File: src/rtl/swi_mem_cmd.sv
// -----------------------------------------------------------------------------
// swi_mem_cmd
//
// Switch conditioning and command generation for the board-level scratch
// memory. The eight slide switches are synchronized and debounced. A rising
// edge on the debounced write switch produces a single-cycle write strobe that
// carries the address and data latched at that moment. While the scan switch
// is on, the read address steps through every word so the LEDs can show the
// whole memory without touching the address switches.
//
// Ports:
//   clk_2        board clock, everything runs on the rising edge
//   reset_n      asynchronous active-low reset
//   SWI[7:0]     raw switches: [0] scan enable, [1] write request,
//                [3:2] address, [7:4] write data
//   wr_en        one-cycle write strobe to the memory
//   addr         memory address (latched write address, scan address,
//                or the live debounced address switches)
//   wdata        memory write data
//   scan_active  high while the read address is auto-scanning
//   db_swi[7:0]  debounced switch vector for LED/LCD debug
// -----------------------------------------------------------------------------
module swi_mem_cmd #(
  parameter int ADDR_WIDTH      = 2,
  parameter int DATA_WIDTH      = 4,
  parameter int DEBOUNCE_CYCLES = 4,
  parameter int SCAN_HOLD       = 8
) (
  input  logic                  clk_2,
  input  logic                  reset_n,
  input  logic [7:0]            SWI,
  output logic                  wr_en,
  output logic [ADDR_WIDTH-1:0] addr,
  output logic [DATA_WIDTH-1:0] wdata,
  output logic                  scan_active,
  output logic [7:0]            db_swi
);

  localparam int CNT_W  = $clog2(DEBOUNCE_CYCLES + 1);
  localparam int HOLD_W = (SCAN_HOLD > 1) ? $clog2(SCAN_HOLD) : 1;

  localparam logic [CNT_W-1:0]  CNT_LAST  = CNT_W'(DEBOUNCE_CYCLES - 1);
  localparam logic [HOLD_W-1:0] HOLD_LAST = HOLD_W'(SCAN_HOLD - 1);

  typedef enum logic [1:0] {
    IDLE  = 2'd0,
    WRITE = 2'd1,
    HOLD  = 2'd2,
    SCAN  = 2'd3
  } state_t;

  logic [7:0]            sync_q1;
  logic [7:0]            sync_q2;
  logic [CNT_W-1:0]      db_cnt [8];
  logic                  db_q1;
  logic                  wr_rise;

  state_t                state;
  logic [ADDR_WIDTH-1:0] lat_addr;
  logic [DATA_WIDTH-1:0] lat_data;
  logic [ADDR_WIDTH-1:0] scan_addr;
  logic [HOLD_W-1:0]     hold_cnt;

  // Switch fields as seen by the memory side, resized to the memory widths.
  logic [ADDR_WIDTH-1:0] sw_addr;
  logic [DATA_WIDTH-1:0] sw_data;

  assign sw_addr = ADDR_WIDTH'(db_swi[3:2]);
  assign sw_data = DATA_WIDTH'(db_swi[7:4]);

  // Two-flop synchronizer on every switch bit.
  always_ff @(posedge clk_2 or negedge reset_n) begin
    if (!reset_n) begin
      sync_q1 <= '0;
      sync_q2 <= '0;
    end else begin
      sync_q1 <= SWI;
      sync_q2 <= sync_q1;
    end
  end

  // Per-bit debounce: a bit only changes after it has disagreed with the
  // debounced value for DEBOUNCE_CYCLES consecutive synchronized samples.
  // Any sample that agrees again restarts the count, so short pulses vanish.
  always_ff @(posedge clk_2 or negedge reset_n) begin
    if (!reset_n) begin
      db_swi <= '0;
      for (int i = 0; i < 8; i++) begin
        db_cnt[i] <= '0;
      end
    end else begin
      for (int i = 0; i < 8; i++) begin
        if (sync_q2[i] == db_swi[i]) begin
          db_cnt[i] <= '0;
        end else if (db_cnt[i] == CNT_LAST) begin
          db_swi[i] <= sync_q2[i];
          db_cnt[i] <= '0;
        end else begin
          db_cnt[i] <= db_cnt[i] + CNT_W'(1);
        end
      end
    end
  end

  // Previous debounced write switch, for rising-edge detection.
  always_ff @(posedge clk_2 or negedge reset_n) begin
    if (!reset_n) begin
      db_q1 <= 1'b0;
    end else begin
      db_q1 <= db_swi[1];
    end
  end

  assign wr_rise = db_swi[1] & ~db_q1;

  // Command FSM. wr_en and scan_active are registered alongside the state so
  // they are exactly the WRITE and SCAN state flags with no decode glitches.
  // A write rise always beats the scan switch, both from IDLE and from SCAN.
  // HOLD waits for the write switch to drop so a held switch cannot re-strobe.
  always_ff @(posedge clk_2 or negedge reset_n) begin
    if (!reset_n) begin
      state       <= IDLE;
      wr_en       <= 1'b0;
      scan_active <= 1'b0;
      lat_addr    <= '0;
      lat_data    <= '0;
      scan_addr   <= '0;
      hold_cnt    <= '0;
    end else begin
      wr_en <= 1'b0;
      case (state)
        IDLE: begin
          if (wr_rise) begin
            state    <= WRITE;
            wr_en    <= 1'b1;
            lat_addr <= sw_addr;
            lat_data <= sw_data;
          end else if (db_swi[0]) begin
            state       <= SCAN;
            scan_active <= 1'b1;
            scan_addr   <= '0;
            hold_cnt    <= '0;
          end
        end

        WRITE: begin
          state <= HOLD;
        end

        HOLD: begin
          if (!db_swi[1]) begin
            state <= IDLE;
          end
        end

        SCAN: begin
          if (wr_rise) begin
            state       <= WRITE;
            wr_en       <= 1'b1;
            scan_active <= 1'b0;
            lat_addr    <= sw_addr;
            lat_data    <= sw_data;
          end else if (!db_swi[0]) begin
            state       <= IDLE;
            scan_active <= 1'b0;
          end else if (hold_cnt == HOLD_LAST) begin
            // Address wraps naturally at 2**ADDR_WIDTH.
            scan_addr <= scan_addr + ADDR_WIDTH'(1);
            hold_cnt  <= '0;
          end else begin
            hold_cnt <= hold_cnt + HOLD_W'(1);
          end
        end

        default: begin
          state       <= IDLE;
          scan_active <= 1'b0;
        end
      endcase
    end
  end

  // Address/data source follows the state: live switches when idle, the
  // latched command during WRITE/HOLD, the scan counter while scanning.
  always_comb begin
    addr  = sw_addr;
    wdata = sw_data;
    case (state)
      WRITE, HOLD: begin
        addr  = lat_addr;
        wdata = lat_data;
      end
      SCAN: begin
        addr = scan_addr;
      end
      default: begin
      end
    endcase
  end

endmodule
File: config.mk
export PLATFORM = sky130hd
export DESIGN_NAME = swi_mem_cmd
export DESIGN_NICKNAME = d
export VERILOG_FILES = /design/src/rtl/swi_mem_cmd.sv
export SDC_FILE = /design/constraint.sdc
export NUM_CORES = 1
export LEC_CHECK = 0
export CAP_MARGIN = 30
export CORE_ASPECT_RATIO = 2
export CORE_UTILIZATION = 50
export CTS_BUF_LIST = sky130_fd_sc_hd__clkbuf_2
export CTS_CLUSTER_DIAMETER = 120
export CTS_CLUSTER_SIZE = 40
export DETAILED_ROUTE_END_ITERATION = 7
export PLACE_DENSITY = 0.83
export SLEW_MARGIN = 30
export SYNTH_ARGS = -nofsm -noshare
export SYNTH_HDL_FRONTEND = slang
export SYNTH_SLANG_ARGS = --single-unit
export TNS_END_PERCENT = 20
File: constraint.sdc
create_clock -name clk_2 -period 2.1 [get_ports clk_2]
set_input_delay 0.315 -clock clk_2 [delete_from_list [all_inputs] [get_ports clk_2]]
set_output_delay 0.315 -clock clk_2 [all_outputs]
set_load 0.01 [all_outputs]
Word-level counts from Yosys, hierarchy flattened

Cells that the tools add are included.

Register bits after elaboration: 64
Output and inout port bits: 16
Logic and storage cells: 134

Add/subtract/negate cells: 10
Equality and inequality tests: 28
Multiplexer cells: 43
Bitwise logic cells: 10
Reductions and logical operators: 17

Operator list:

| operator                                             | number |
|---|---|
| two-way mux 3 bit                                    | 21 |
| adder 3 x 1 -> 3 bit (second input constant)         | 9 |
| equality test 3 x 2 -> 1 bit (second input constant) | 8 |
| two-way mux 2 bit                                    | 10 |
| AND reduction 2 bit                                  | 9 |
| inequality test 2 bit (second input constant)        | 6 |
| NOT 1 bit                                            | 9 |
| equality test 1 bit                                  | 8 |
| case mux 2 bit (2 select lines)                      | 2 |
| case mux 2 bit (4 select lines)                      | 1 |
| two-way mux 1 bit                                    | 6 |
| inequality test 3 bit (second input constant)        | 2 |
| case mux 3 bit (2 select lines)                      | 1 |
| AND reduction 6 bit                                  | 1 |
| AND reduction 5 bit                                  | 1 |
| equality test 2 bit (second input constant)          | 2 |
| two-way mux 4 bit                                    | 1 |
| AND reduction 4 bit                                  | 1 |
| OR reduction 2 bit                                   | 2 |
| equality test 3 bit (second input constant)          | 1 |
| AND reduction 3 bit                                  | 1 |
| adder 2 x 1 -> 2 bit (second input constant)         | 1 |
| equality test 2 x 1 -> 1 bit (second input constant) | 1 |
| zero test 2 bit                                      | 1 |
| other kinds (3)                                      | 3 |

Depth between registers and ports, before layout

Gate-level depths: netlist of the first run.

Depth after elaboration: 5
Mapped depth: 5
Gate-level depth less buffers: 5

Worst setup path after synthesis of the first run

OpenSTA, ideal clock, no wires.

Path kind: register -> output
From: register state[0]
To: output port addr[0]
Arrival time: 1387 ps
Data required time: 1785 ps
Setup slack: 398 ps
Cell stages (with the launch flop): 6
Path buffers: 1
Cell sequence: dfrtp_1 inv_1 ha_1 clkbuf_1 a22oi_1 o21ai_0

Word-level cells in the longest chain between the ends: 3

Ends and longest elaborated chain:

| what                                                                | RTL line | RTL |
|---|---|---|
| from (decl)                                                         | 58       | `state_t state;` |
| from (signal assigned)                                              | 122      | `state <= IDLE;` |
| from (signal assigned)                                              | 134      | `state <= WRITE;` |
| from (signal assigned)                                              | 139      | `state <= SCAN;` |
| equality test 2 x 1 -> 1 bit or equality test 2 bit (tied branches) | 188      | `case (state)` |
| OR reduction 2 bit                                                  | 188      |  |
| case mux 2 bit (2 select lines) *                                   | 188      |  |
| to (decl)                                                           | 33       | `output logic [ADDR_WIDTH-1:0] addr,` |

Mark *: on every way between the ends. The rest lies on a longest branch, timed or not.

Final worst setup path of the first run

Same ends and word-level chain as after synthesis.

==> results of run 1 <==
synth_stat cells (all sizes together):
master / count / area share, %
dfrtp: 64 / 62
mux2: 20 / 8.7
ha: 16 / 7.7
nor3b: 16 / 4.6
nor2b: 12 / 3.2
nor3: 8 / 1.5
xnor2: 8 / 2.7
nand2: 7 / 1.0
inv: 5 / 0.72
o21ai: 5 / 0.96
nor2: 4 / 0.68
mux2i: 3 / 1.2
a21oi: 2 / 0.39
a22oi: 2 / 0.58
buf: 2 / 0.48
nand2b: 2 / 0.48
o41ai: 2 / 0.68
a32oi: 1 / 0.34
and3b: 1 / 0.34
clkbuf: 1 / 0.14
nand3b: 1 / 0.29
nand4: 1 / 0.24
o211ai: 1 / 0.29
o221a: 1 / 0.43
o311ai: 1 / 0.34
or3: 1 / 0.24
where the power goes:
group | switching (mW) | internal (mW)
clock network | 0.398 | 0.154
logic | 0.907 | 1.21
registers | 0.292 | 1.59
cell type report:
class                   instances  share of cell area, %
clock inverters                 5                  0.765
well taps                      57                   2.30
inverters                       5                  0.604
flip-flops and latches         64                   51.6
clock buffers                  11                   1.77
multi-input cells             115                   32.5
repair buffers                 34                   10.5
how the worst min path moves through the flow:
stage	to	slack, ps	depth (start not counted)
5_1_grt	sync_q1[7]	190	1
6_report	sync_q1[0]	250	1
3_5_place_dp	sync_q1[3]	320	1
4_1_cts	sync_q1[0]	190	1
2_1_floorplan	db_cnt[0]	20	0
3_3_place_gp	sync_q1[3]	310	1
metal layers:
metal | vias up | routed length (um) | global-route usage, %
li1 | 738 | - | -
met1 | 803 | 1550 | 19.9
met2 | 27 | 2540 | 32.4
met3 | 9 | 130 | 5.85
met4 | 0 | 112 | 10.3
met5 | - | 0 | 0
state kept, by name, summed over array words and instances, names as in the netlist:
register,flops
db_cnt,24
db_swi,8
sync_q1,8
sync_q2,8
lat_data,4
hold_cnt,3
lat_addr,2
scan_addr,2
state,2
db_q1,1
scan_active,1
wr_en,1
logic make-up after synthesis:
kind of cell	share of synthesized area, %
adder cells (fa/ha/maj)	7.72
buffers and inverters	1.35
flip-flops	61.7
AO/OA/AOI/OAI	4.00
AND/OR/NAND/NOR	12.6
XOR/XNOR	2.70
multiplexers	9.84
stage by stage:
step	power, mW	setup slack [ps]
5_1_grt	4.88	-57.4
2_1_floorplan	2.99	398
3_5_place_dp	3.78	-12.5
4_1_cts	4.38	9.41
3_3_place_gp	3.69	4.45
6_report	4.55	52.8
timing repair:
| item | CTS | global route |
|---|---|---|
| hold endpoints to repair | 21 | 0 |
| gates resized for setup | 36 | 9 |
| buffers inserted | 2 | 1 |
| pin swaps | 1 | 1 |
| hold buffers | 1 | 0 |
| setup endpoints to repair | 6 | 6 |
==> results.py, run 1 <==
metrics = {
    "setup_path": {
        "reg2reg_depth": 6,
        "crit_family": "flip-flops",
        "rr_endpoint": "hold_cnt[0]",
        "crit_path_max_incr_delay_ps": 400,
        "crit_path_cell_trace": "inv_2 > ha_4 > buf_6 > a22oi_2 > o21ai_1 > buf_2",
        "criticalPathCategory": "reg -> out",
        "cp.depth": 6,
        "crit_required_ps": 1780,
        "crit_start": "state[0]",
        "path_max_fanout": 6,
        "endpoint": "addr[0]",
        "r2r_slack_ps": 90,
        "cp.arrival_ps": 1730,
        "start_kind": "register",
        "crit_buf_inv": 3,
        "rr_startpoint": "state[0]",
        "cp-end-kind": "output port",
        "worst_path_max_delay_cell": "dfrtp_1",
    },
    "cts": {
        "ctsLongestPathBuffers": 2,
        "clk_pin_slew_ps": 160,
        "clock_latency_ps": 490,
        "cts_max_level": 3,
        "cts.sinks": 64,
        "cts_tree": "built",
        "cts-root-buf": "clkbuf_2",
        "cts_inserted_buffers": 9,
    },
    "sta": {
        "period_share_pct": 97.5,
        "slew_headroom_pct": 65.7,
        "hold_viol_final": 0,
        "maxSlewViolCount": 0,
        "fin_crit_ps": 2050,
        "finClkSkew_ps": 17.8,
        "rsz0062_at_grt": "true",
        "setup_tns_ps": 0,
        "fmax_mhz": 488,
        "tightest_slew_ps": 514,
        "setup_violations": 0,
        "hold_ws_ps": 249,
    },
    "routing": {
        "viasPerCell": 5.42,
        "drtIter0Drc": 17,
        "vias": 1577,
        "ant_nets": 0,
        "finalWirelength_mm": 4.34,
        "routedWlPerCell_um": 14.9,
        "dr.pass1.iters": 4,
        "drc": 0,
    },
    "floorplanning": {
        "initial_utilization_pct": 52.8,
        "num_rows": 36,
        "fp.dieH_um": 104,
        "dieWidth_um": 52.9,
        "num_io_pins": 26,
        "core_area_um2": 4910,
        "dieArea_um2": 5500,
    },
    "layout": {
        "finalNonFillerCells": 291,
        "area_growth_pct": 19.8,
        "post-route-util_pct": 63.3,
        "fin_area_um2": 3110,
        "seq_area_um2": 1600,
        "multi_input_area_um2": 1010,
        "nFillCells": 369,
        "antennaDiodeCount": 0,
        "final_nets": 255,
        "drive_above_1_share_pct": 26.1,
        "final_cell_mix": "64 x dfrtp_1, 18 x clkdlybuf4s50_1, 16 x nor3b_1, 16 x mux2_2, 13 x ha_1",
        "final_common_cell": "dfrtp_1",
    },
    "yosys": {
        "syn_area_per_cell_um2": 13.9,
        "syn-num-nets": 213,
        "ys_types": 31,
        "synth.ff_latch_count": 64,
        "synth_area_um2": 2590,
        "yosysWarnings": 0,
        "synthCells": 187,
        "yosysSeqAreaShare_pct": 61.7,
    },
    "grt": {
        "antenna_found_initial": 0,
        "grt_pass1_wl_mm": 7.44,
        "grt_usage_pct": 19.1,
        "grt_max_degree": 44,
        "globalRouteOverflowTotal": 0,
        "first_global_vias": 1673,
    },
    "placed_design": {
        "io_buffers": 25,
        "gp_congestion": 0.734,
        "dp_hpwl_mm": 3.10,
        "place_area_um2": 2940,
        "placedCellCount": 271,
    },
    "power": {
        "powerDensity_nw_per_um2": 1460,
        "peakVddDrop_uv": 1030,
        "leakage_nw": 1.43,
    },
    "flow_run": {
        "cap_violations": 0,
    },
    "worst_hold_path": {
        "min-delay-start": "SWI[0]",
        "hp-class": "in -> reg",
    },
    "outcome": {
        "status": "complete, no violations",
    },
}
No activity file was read; power rests on OpenSTA's default activity.
==> inputs of run 2 (changes only) <==
CORE_ASPECT_RATIO = 1.5   (was 2)
CORE_UTILIZATION = 40   (was 50)
PLACE_DENSITY = not set   (was 0.83)
==> results.py, run 2 (synthesis gave the netlist of run 1 again) <==
metrics = {
    "outcome": {
        "status": "complete, no violations",
    },
    "placed_design": {
        "placedCellCount": 288,
        "gp_congestion": 0.739,
        "io_buffers": 25,
        "place_area_um2": 2970,
        "dp_hpwl_mm": 2.78,
    },
    "sta": {
        "fmax_mhz": 486,
        "finClkSkew_ps": 18.7,
        "period_share_pct": 98.0,
        "maxSlewViolCount": 0,
        "fin_crit_ps": 2060,
        "rsz0062_at_grt": "true",
        "setup_violations": 0,
        "tightest_slew_ps": 389,
        "hold_viol_final": 0,
        "slew_headroom_pct": 74.1,
        "setup_tns_ps": 0,
    },
    "setup_path": {
        "cp.arrival_ps": 1740,
        "crit_required_ps": 1780,
        "criticalPathCategory": "reg -> out",
        "path_max_fanout": 5,
        "start_kind": "register",
        "cp-end-kind": "output port",
    },
    "grt": {
        "grt_pass1_wl_mm": 7.19,
        "globalRouteOverflowTotal": 0,
        "grt_max_degree": 65,
        "antenna_found_initial": 0,
        "grt_usage_pct": 14.8,
        "first_global_vias": 1616,
    },
    "routing": {
        "drc": 0,
        "drtIter0Drc": 69,
        "viasPerCell": 5.06,
        "routedWlPerCell_um": 13.4,
        "ant_nets": 0,
        "finalWirelength_mm": 4.14,
        "vias": 1564,
        "dr.pass1.iters": 4,
    },
    "power": {
        "leakage_nw": 1.43,
        "power_mw": 4.46,
        "powerDensity_nw_per_um2": 1430,
        "peakVddDrop_uv": 772,
    },
    "cts": {
        "cts_inserted_buffers": 9,
        "cts.sinks": 64,
        "clk_pin_slew_ps": 180,
        "clock_latency_ps": 480,
        "cts_tree": "built",
        "cts-root-buf": "clkbuf_2",
        "cts_max_level": 3,
        "ctsLongestPathBuffers": 2,
    },
    "floorplanning": {
        "core_area_um2": 6220,
        "num_rows": 35,
        "initial_utilization_pct": 41.7,
        "dieArea_um2": 6820,
        "dieWidth_um": 67.8,
        "num_io_pins": 26,
        "fp.dieH_um": 101,
    },
    "flow_run": {
        "cap_violations": 0,
    },
    "layout": {
        "regMostFlops": "db_cnt",
        "fin_area_um2": 3110,
        "final_common_cell": "dfrtp_1",
        "drive_above_1_share_pct": 26.4,
        "antennaDiodeCount": 0,
        "final_cell_mix": "64 x dfrtp_1, 18 x mux2_2, 18 x clkdlybuf4s50_1",
        "area_growth_pct": 19.9,
        "final_nets": 256,
        "finalNonFillerCells": 309,
        "nFillCells": 567,
        "largest_reg_flops": 24,
    },
    "worst_hold_path": {
        "hp-class": "in -> reg",
    },
}
## run 2: area by class of cell
cell class	instances	area (um2)	share of cell area (%)
inverter	5	18.8	0.603
sequential	64	1600	51.5
clock inverter	6	36.3	1.17
clock buffer	10	50.0	1.61
multi-input combinational	115	990	31.8
tap	74	92.6	2.98
timing repair buffer	35	322	10.3
## run 2: routing by layer
| layer | wire length (um) | vias to the layer above | global-route usage [%] |
|---|---|---|---|
| met2 | 2090 | 28 | 23.5 |
| li1 | - | 744 | - |
| met1 | 1790 | 782 | 16.6 |
| met5 | 0 | - | 0 |
| met4 | 106 | 0 | 8.02 |
| met3 | 145 | 10 | 5.66 |
## run 2: what timing repair did
item / in CTS / in global routing
buffers inserted: 4 / 0
endpoints found under the hold margin: 64 / 0
endpoints found under the setup margin: 6 / 6
gates resized for setup: 35 / 3
pin swaps: 1 / 1
hold buffers: 1 / 0
## run 2: critical path, cell delays in order, from the launching register on
cell and delay, ps:
dfrtp_1 390, inv_2 60, ha_4 300, buf_6 110
mux2_4 300, buf_6 120
## run 2: final timing paths
kind                       slack [ps]        from  cells after the start           end
min reg2reg                       370  sync_q1[7]                      0    sync_q2[7]
max                                40    state[1]                      5      wdata[1]
min in group asynchronous         350     reset_n                      3    db_cnt[23]
max in group asynchronous        1470     reset_n                      3    sync_q1[1]
min                               240      SWI[3]                      1    sync_q1[3]
max reg2reg                       350    state[0]                      5  scan_addr[1]
## run 2: power by group
group	switching [mW]	internal (mW)	leakage [nW]	total (mW)
sequential	0.291	1.58	0.802	1.88
clock	0.435	0.154	0.0614	0.590
combinational	0.846	1.14	0.562	1.99
## run 2: through the flow
stage | hold WS [ps] | util, % | setup WS [ps]
after global routing | 172 | 50.0 | -89.4
after CTS | 183 | 49.9 | -41.5
after detailed placement | 336 | 47.7 | 23.4
after global placement | 332 | 47.7 | 59.6
after floorplan | 19.4 | - | 398
final | 235 | 50.0 | 41.8
